File: src/rtl/mvb_frame_decoder.sv
// MVB Manchester frame decoder: checks the start delimiter after a frame_start pulse,
// then decodes half-bit pairs into data bits until a non-data symbol or overflow.
module mvb_frame_decoder #(
    parameter int                      CLK_PER_HALF = 8,
    parameter int                      SAMPLE_PT    = 3,
    parameter int                      DELIM_HALVES = 16,
    parameter logic [DELIM_HALVES-1:0] MASTER_DELIM = 16'hC3A5,
    parameter logic [DELIM_HALVES-1:0] SLAVE_DELIM  = 16'h3CA5,
    parameter int                      MAX_BITS     = 256
) (
    input  logic       clk_24M,
    input  logic       rst,
    input  logic       data_in,
    input  logic       frame_start,
    output logic       frame_type,
    output logic       delim_ok,
    output logic       delim_err,
    output logic       bit_out,
    output logic       bit_valid,
    output logic       frame_end,
    output logic       code_err,
    output logic [8:0] bit_count
);

    localparam int CW = $clog2(CLK_PER_HALF);
    localparam int DW = $clog2(DELIM_HALVES + 1);

    typedef enum logic [1:0] {
        IDLE  = 2'd0,
        DELIM = 2'd1,
        DATA  = 2'd2,
        FLUSH = 2'd3
    } state_t;

    state_t                  state_r, state_s;
    logic [CW-1:0]           cnt_r, cnt_s;
    logic [DELIM_HALVES-1:0] shift_r, shift_s;
    logic [DW-1:0]           halves_r, halves_s;
    logic                    first_r, first_s;
    logic                    phase_r, phase_s;
    logic                    frame_type_r, frame_type_s;
    logic                    bit_out_r, bit_out_s;
    logic [8:0]              bit_count_r, bit_count_s;
    logic                    delim_ok_s, delim_err_s, bit_valid_s, frame_end_s, code_err_s;
    logic                    delim_ok_r, delim_err_r, bit_valid_r, frame_end_r, code_err_r;
    logic                    sample_s;
    logic [DELIM_HALVES-1:0] delim_word_s;

    assign sample_s     = (state_r != IDLE) && (cnt_r == CW'(SAMPLE_PT));
    assign delim_word_s = {shift_r[DELIM_HALVES-2:0], data_in};

    // Next-state and next-output logic; results are registered so every output is a flop.
    always_comb begin
        state_s      = state_r;
        cnt_s        = cnt_r;
        shift_s      = shift_r;
        halves_s     = halves_r;
        first_s      = first_r;
        phase_s      = phase_r;
        frame_type_s = frame_type_r;
        bit_out_s    = bit_out_r;
        bit_count_s  = bit_count_r;
        delim_ok_s   = 1'b0;
        delim_err_s  = 1'b0;
        bit_valid_s  = 1'b0;
        frame_end_s  = 1'b0;
        code_err_s   = 1'b0;

        // IDLE keeps cnt at 0, so the frame_start cycle counts as half-bit cycle 0.
        if (state_r == IDLE) begin
            cnt_s = '0;
        end else if (cnt_r == CW'(CLK_PER_HALF - 1)) begin
            cnt_s = '0;
        end else begin
            cnt_s = cnt_r + CW'(1);
        end

        case (state_r)
            IDLE: begin
                if (frame_start) begin
                    state_s     = DELIM;
                    cnt_s       = CW'(1);
                    bit_count_s = 9'd0;
                    shift_s     = '0;
                    halves_s    = '0;
                    phase_s     = 1'b0;
                end else begin
                    state_s = IDLE;
                end
            end
            DELIM: begin
                if (sample_s) begin
                    shift_s  = delim_word_s;
                    halves_s = halves_r + DW'(1);
                    if (halves_r == DW'(DELIM_HALVES - 1)) begin
                        if (delim_word_s == MASTER_DELIM) begin
                            frame_type_s = 1'b0;
                            delim_ok_s   = 1'b1;
                            state_s      = DATA;
                        end else if (delim_word_s == SLAVE_DELIM) begin
                            frame_type_s = 1'b1;
                            delim_ok_s   = 1'b1;
                            state_s      = DATA;
                        end else begin
                            delim_err_s = 1'b1;
                            state_s     = IDLE;
                            cnt_s       = '0;
                        end
                    end else begin
                        state_s = DELIM;
                    end
                end else begin
                    state_s = DELIM;
                end
            end
            DATA: begin
                if (sample_s) begin
                    if (!phase_r) begin
                        first_s = data_in;
                        phase_s = 1'b1;
                    end else begin
                        phase_s = 1'b0;
                        if (first_r != data_in) begin
                            bit_out_s   = first_r;
                            bit_valid_s = 1'b1;
                            bit_count_s = bit_count_r + 9'd1;
                            if (bit_count_r == 9'(MAX_BITS - 1)) begin
                                code_err_s = 1'b1;
                                state_s    = FLUSH;
                            end else begin
                                state_s = DATA;
                            end
                        end else begin
                            // Non-data symbol: a frame with no bits counts as an abort.
                            if (bit_count_r != 9'd0) begin
                                frame_end_s = 1'b1;
                            end else begin
                                code_err_s = 1'b1;
                            end
                            state_s = FLUSH;
                        end
                    end
                end else begin
                    state_s = DATA;
                end
            end
            FLUSH: begin
                // Evaluation cycle: a coincident frame_start is deliberately dropped here.
                state_s = IDLE;
                cnt_s   = '0;
            end
            default: begin
                state_s = IDLE;
                cnt_s   = '0;
            end
        endcase
    end

    // State and output registers.
    always_ff @(posedge clk_24M or negedge rst) begin
        if (!rst) begin
            state_r      <= IDLE;
            cnt_r        <= '0;
            shift_r      <= '0;
            halves_r     <= '0;
            first_r      <= 1'b0;
            phase_r      <= 1'b0;
            frame_type_r <= 1'b0;
            bit_out_r    <= 1'b0;
            bit_count_r  <= 9'd0;
            delim_ok_r   <= 1'b0;
            delim_err_r  <= 1'b0;
            bit_valid_r  <= 1'b0;
            frame_end_r  <= 1'b0;
            code_err_r   <= 1'b0;
        end else begin
            state_r      <= state_s;
            cnt_r        <= cnt_s;
            shift_r      <= shift_s;
            halves_r     <= halves_s;
            first_r      <= first_s;
            phase_r      <= phase_s;
            frame_type_r <= frame_type_s;
            bit_out_r    <= bit_out_s;
            bit_count_r  <= bit_count_s;
            delim_ok_r   <= delim_ok_s;
            delim_err_r  <= delim_err_s;
            bit_valid_r  <= bit_valid_s;
            frame_end_r  <= frame_end_s;
            code_err_r   <= code_err_s;
        end
    end

    assign frame_type = frame_type_r;
    assign delim_ok   = delim_ok_r;
    assign delim_err  = delim_err_r;
    assign bit_out    = bit_out_r;
    assign bit_valid  = bit_valid_r;
    assign frame_end  = frame_end_r;
    assign code_err   = code_err_r;
    assign bit_count  = bit_count_r;

endmodule

File: config.mk
export PLATFORM = sky130hd
export DESIGN_NAME = mvb_frame_decoder
export DESIGN_NICKNAME = d
export VERILOG_FILES = /design/src/rtl/mvb_frame_decoder.sv
export SDC_FILE = /design/constraint.sdc
export NUM_CORES = 1
export LEC_CHECK = 0
export BUFFER_PORTS_ARGS = -buffer_cell sky130_fd_sc_hd__buf_2
export CAP_MARGIN = 0
export CORE_AREA = 2 2 96 70
export CTS_CLUSTER_SIZE = 8
export DETAILED_ROUTE_END_ITERATION = 10
export DIE_AREA = 0 0 98 72
export GPL_ROUTABILITY_DRIVEN = 0
export GPL_TIMING_DRIVEN = 0
export PLACE_DENSITY = 0.51
export SLEW_MARGIN = 15
export SYNTH_ARGS = -nofsm -noshare
export SYNTH_HDL_FRONTEND = slang
export SYNTH_SLANG_ARGS = --single-unit
File: constraint.sdc
create_clock -name clk_24M -period 2.3 [get_ports clk_24M]
set_input_delay 0.46 -clock clk_24M [delete_from_list [all_inputs] [get_ports clk_24M]]
set_output_delay 0.46 -clock clk_24M [all_outputs]
set_load 0.03 [all_outputs]
==> reports/metrics.cfg, run 1 <==
[worst_setup_path]
path_max_fanout = 7
start_kind = flop
worstSetupPathType = flop to flop
cp_data_required_time_ns = 2.52
arrival_ns = 2.00
crit_path_end_kind = flop

[sta]
final_max_slew_viol_count = 0
min_period_ns = 1.784
fin_setup_tns_ns = 0
rsz0062_at_grt = no
slew_headroom = 0.3664
worstMarginPinSlew_ns = 0.9504
hold_viol_final = 0
timing.fmax_ghz = 0.5604
timing.final.crit_share = 0.7758
setup_viol = 0
finClkSkew_ns = 0.005700

[grt]
grt_pass1_vias = 1479
grt_start_max_net_pins = 44
antenna_found_initial = 0
track_usage = 0.1297
overflow = 0
grt_pass1_wl_um = 7272

[cts]
post_cts_buffers = 0
numCtsBuffers = 5
clockBufferDepth = 2
cts_hold_buf = 0
cts.sinks = 43
cts_htree_levels = 2
cts_resized = 0
cts-root-buf = clkbuf_8
path_clk_slew_ns = 0.08
cts_tree = done
worstSkewPairLatency_ns = 0.29

[worst_hold_path]
worst_hold_path_type = input pin to asynchronous set/reset pin

[logic_synthesis]
ys_seq_area_frac = 0.5116
synth-edff-count = 0
yosysMostFrequentCell = dfrtp_1
yosysTopAreaCellShare = 0.5116
ys_warn_count = 0
ys_ff_latch = 43
postSynthAreaPerCell_um2 = 10.41
ys_top_cells_by_count = dfrtp_1, nand2_1, nor2_1
postSynthCellCount = 202
synth_fp_nets = 214
ys.flop_type = dfrtp_1
synthTopCellsByArea = dfrtp_1, nand2_1, ha_1
async_flop_share = 1.000
synth.distinct_cells = 47
synth_area_leader_cell = dfrtp_1
syn_area_um2 = 2103

[run_status]
outcome = finished clean

[floorplanning]
initial_core_util = 0.3450
num_io_pins = 20
row_count = 24
die_area_um2 = 7056
core_area_um2 = 6096
dieHeight_um = 72
die_w_um = 98

[drt]
drt_first_iter_violations = 93
routed_wl_um = 4189
vias = 1502
wl_per_cell_um = 13.64
drc = 0
vias_per_cell = 4.893
first_pass_iters = 4
ant_nets = 0

[job]
maxCapViolations = 0

[pwr]
p_leak_nw = 1.096
powerDensity_nw_per_um2 = 904.2
ir_worst_vdd_v = 0.0004462

[cells_and_area]
fin_area_um2 = 2396
final_nets = 240
antenna_cells = 0
fillerInstances = 628
synthToLayoutAreaGrowth_pct = 13.92
layout-drive-gt1-share = 0.2096
post-route-util = 0.3931

[placed_design]
place_area_um2 = 2296
io_buffers = 19
hpwl_um = 2969

placed cells by master (no fill, tap or decap), types with 3 or more instances in the layout:
cell	synthesis	layout
xnor2_1	3	3
a22o_1	4	4
nand2b_1	4	4
xor2_1	4	4
nand4_1	4	4
nor2_1	16	16
buf_2	0	19
dfrtp_1	43	43
o21ai_0	9	9
nand3_1	6	6
buf_6	3	3
o21ai_2	3	3
clkbuf_8	1	8
a21oi_1	6	6
inv_1	6	6
nand2_1	36	36
ha_1	8	8
o21ai_1	11	11
logic make-up after synthesis:
group | Yosys count | synth area share
AOI/OAI and AO/OA | 39 | 0.1142
xor gates and xnor gates | 8 | 0.03689
adders and majority gates | 8 | 0.04759
buffers and inverters | 13 | 0.04283
DFF | 43 | 0.5116
muxes | 2 | 0.01071
and+or+nand+nor | 89 | 0.2362
registers in the layout, summed over array words and instances, names as in the netlist, 3 cells and up, named ones only:
name	flops
bit_count	9
cnt_r	3
halves_r	5
shift_r	15
critical path, stage by stage (launching register included):
cell	delay [ns]
dfrtp_1	0.35
ha_1	0.17
ha_1	0.28
nand4b_1	0.21
nand2b_4	0.25
inv_6	0.11
nand3_1	0.09
xor2_1	0.15
nor2_1	0.10
where the power goes:
group	internal [mW]	switching [mW]	total, mW
Clock	0.274	0.246	0.521
Combinational	0.275	0.374	0.649
Sequential	0.887	0.110	0.997
worst paths after layout:
| path | from | cells after the start | endpoint | slack, ns |
|---|---|---|---|---|
| worst min-delay path | rst | 1 | shift_r[11] | 0.31 |
| worst max-delay path | cnt_r[0] | 8 | bit_count[6] | 0.52 |
| min in group clk_24M | halves_r[4] | 2 | halves_r[4] | 0.49 |
| worst max register to register | cnt_r[0] | 8 | bit_count[6] | 0.52 |
| max in group asynchronous | rst | 1 | bit_count[1] | 1.40 |
| worst min register to register | halves_r[4] | 2 | halves_r[4] | 0.49 |
per-layer routing:
layer  share of wire  GRT usage  vias up
li1                -          -      745
met1            0.54     0.1999      731
met2            0.41     0.1811       23
met3           0.038    0.03276        3
met4          0.0060    0.03241        0
met5               0          0        -
cell type report:
class	count	area (um2)	area share
inverters	7	31.28	0.01305
clock buffers	8	100.1	0.04178
plain buffers	6	58.81	0.02454
multi-input cells	146	937.1	0.3911
flip-flops and latches	43	1076	0.4491
repair buffers	19	95.09	0.03969
well taps	78	97.59	0.04073
stage by stage:
step	power (mW)	setup slack (ns)	hold slack, ns	std cells
2_1_floorplan	1.498	0.6069	0.1644	202
3_3_place_gp	1.661	0.5207	0.4686	299
3_5_place_dp	1.675	0.5282	0.4842	299
4_1_cts	2.208	0.5078	0.3576	307
5_1_grt	2.340	0.3524	0.4058	307
6_report	2.166	0.5157	0.3141	307
No activity file was read; power rests on OpenSTA's default activity.
==> run 2: changes to the inputs <==
- clock period: 2.3 -> 1.7 ns (I/O delays scaled with it)
==> run 2 against run 1 <==
Effect of this change: fmax is 9.1% higher; die area stayed put; count of clock-buffer cells in the layout unchanged; total power up 39%; largest power group unchanged; critical path type unchanged; first-iteration DRC count shrank 6.5%; routed wire length up 2.6%; sequential cell count did not move; critical endpoint is now shift_r[9].
==> reports/metrics.cfg, run 2 (same netlist as run 1, synthesis figures left out) <==
[grt]
grt_pass1_vias = 1483  ; +0.27%
antenna_found_initial = 0  ; unchanged
grt_start_max_net_pins = 44  ; unchanged
grt_pass1_wl_um = 7300  ; +0.39%
track_usage = 0.1301  ; +0.0004189
overflow = 0  ; unchanged

[worst_hold_path]
worst_hold_path_type = input pin to asynchronous set/reset pin

[worst_setup_path]
cp_slowest_stage_delay_ns = 0.40  ; +0.05 ns
cpMaxStageDelayCell = dfrtp_1
cp_top_family = flip-flops
start_kind = flop
crit_path_end_kind = flop
rr_startpoint = cnt_r[0]
crit_cells = 7  ; -1
worstSetupPathType = flop to flop
regToRegSetupSlack_ns = 0.06  ; -0.45 ns
crit_chain = ha_2 -> ha_4 -> and2_1 -> buf_6 -> nor2_8 -> buf_4 -> o21ai_0
critPathBufInv = 2  ; +1
worst_r2r_endpoint = shift_r[9]
arrival_ns = 1.80  ; -0.20 ns
reg2reg_depth = 7  ; -1
path_max_fanout = 10  ; +3
cp_data_required_time_ns = 1.87  ; -0.65 ns

[sta]
finClkSkew_ns = 0.006971  ; +0.001271 ns
min_period_ns = 1.635  ; -0.1489 ns
setup_viol = 0  ; unchanged
timing.fmax_ghz = 0.6115  ; +9.1%
worstMarginPinSlew_ns = 0.9498  ; -0.0005785 ns
timing.final.crit_share = 0.9620  ; +0.1862
final_max_slew_viol_count = 0  ; unchanged
hold_viol_final = 0  ; unchanged
slew_headroom = 0.3668  ; +0.0003860
fin_setup_tns_ns = 0  ; unchanged

[cts]
cts_htree_levels = 2  ; unchanged
cts-root-buf = clkbuf_8
clockBufferDepth = 2  ; unchanged
cts.sinks = 43  ; unchanged
path_clk_slew_ns = 0.08  ; about the same
numCtsBuffers = 5  ; unchanged
worstSkewPairLatency_ns = 0.29  ; about the same
cts_tree = done

[floorplanning]
die_w_um = 98  ; unchanged
num_io_pins = 20  ; unchanged
row_count = 24  ; unchanged
die_area_um2 = 7056  ; unchanged
initial_core_util = 0.3450  ; unchanged
core_area_um2 = 6096  ; unchanged
dieHeight_um = 72  ; unchanged

[placed_design]
place_area_um2 = 2296  ; unchanged
io_buffers = 19  ; unchanged
hpwl_um = 2969  ; unchanged

[cells_and_area]
fin_area_um2 = 2485  ; +3.7%
final_nets = 244  ; +1.7%
synthToLayoutAreaGrowth_pct = 18.14
fillerInstances = 621  ; -1.1%
post-route-util = 0.4076  ; +0.01457
layout_commonest_cell = dfrtp_1
layout-drive-gt1-share = 0.2790  ; +0.06936
antenna_cells = 0  ; unchanged
largest_reg_flops = 15  ; unchanged
final_cell_mix = dfrtp_1, nand2_1, buf_2
regMostFlops = shift_r

[drt]
wl_per_cell_um = 13.82  ; +1.3%
routed_wl_um = 4298  ; +2.6%
drc = 0  ; unchanged
first_pass_iters = 4  ; unchanged
vias = 1521  ; +1.3%
drt_first_iter_violations = 87  ; -6.5%
ant_nets = 0  ; unchanged
vias_per_cell = 4.891  ; about the same

[job]
maxCapViolations = 0  ; unchanged

[run_status]
outcome = finished clean

[pwr]
ir_worst_vdd_v = 0.0006175  ; +38%
p_leak_nw = 1.107  ; +1.0%
powerDensity_nw_per_um2 = 1212  ; +34%

-- run 2: layout make-up --
cell class	instances	area, um2	area share
Buffer	6	58.81	0.02367
Clock buffer	8	100.1	0.04028
Inverter	7	31.28	0.01259
Multi-Input combinational cell	146	991.0	0.3988
Sequential cell	43	1081	0.4350
Tap cell	78	97.59	0.03927
Timing Repair Buffer	23	125.1	0.05035
-- run 2: repair_timing --
action,in CTS,in global routing
resized for setup,2,13
pin swaps,0,5
hold buffers,0,0
setup buffers,1,3
setup endpoints to repair,17,26
hold endpoints to repair,0,0
-- run 2: worst max-delay path by stage --
stage | from | end | slack, ns
after CTS | bit_count[3] | state_r[0] | 0.01
final | cnt_r[0] | shift_r[9] | 0.06
after floorplan | bit_count[2] | state_r[0] | 0.007
after detailed placement | cnt_r[0] | bit_count[6] | -0.07
after global placement | cnt_r[0] | bit_count[6] | -0.08
after global routing | cnt_r[0] | bit_count[6] | -0.02
-- run 2: metrics by stage --
step / cells / power (mW) / hold slack (ns) / setup WS, ns
2_1_floorplan: 202 / 2.026 / 0.04441 / 0.006879
3_3_place_gp: 299 / 2.248 / 0.4686 / -0.07934
3_5_place_dp: 299 / 2.266 / 0.4842 / -0.07185
4_1_cts: 308 / 2.992 / 0.2375 / 0.01001
5_1_grt: 311 / 3.236 / 0.2855 / -0.01581
6_report: 311 / 3.012 / 0.1950 / 0.06458
-- run 2: worst reg2reg max path, stage by stage (launching register included) --
cell	delay, ns
dfrtp_1	0.40
ha_2	0.22
ha_4	0.18
and2_1	0.14
buf_6	0.15
nor2_8	0.13
buf_4	0.18
o21ai_0	0.11
-- run 2: per-layer routing --
layer	part of all wire	up-vias	global-route usage
met4	0.0088	0	0.03241
met2	0.41	17	0.1819
met3	0.033	5	0.03276
li1	-	755	-
met5	0	-	0
met1	0.55	744	0.2005
-- run 2: power breakdown --
| part | internal [mW] | leakage, nW | switching [mW] |
|---|---|---|---|
| Combinational | 0.415 | 0.484 | 0.530 |
| Sequential | 1.20 | 0.572 | 0.157 |
| Clock | 0.371 | 0.0515 | 0.339 |
| Total | 1.99 | 1.11 | 1.03 |
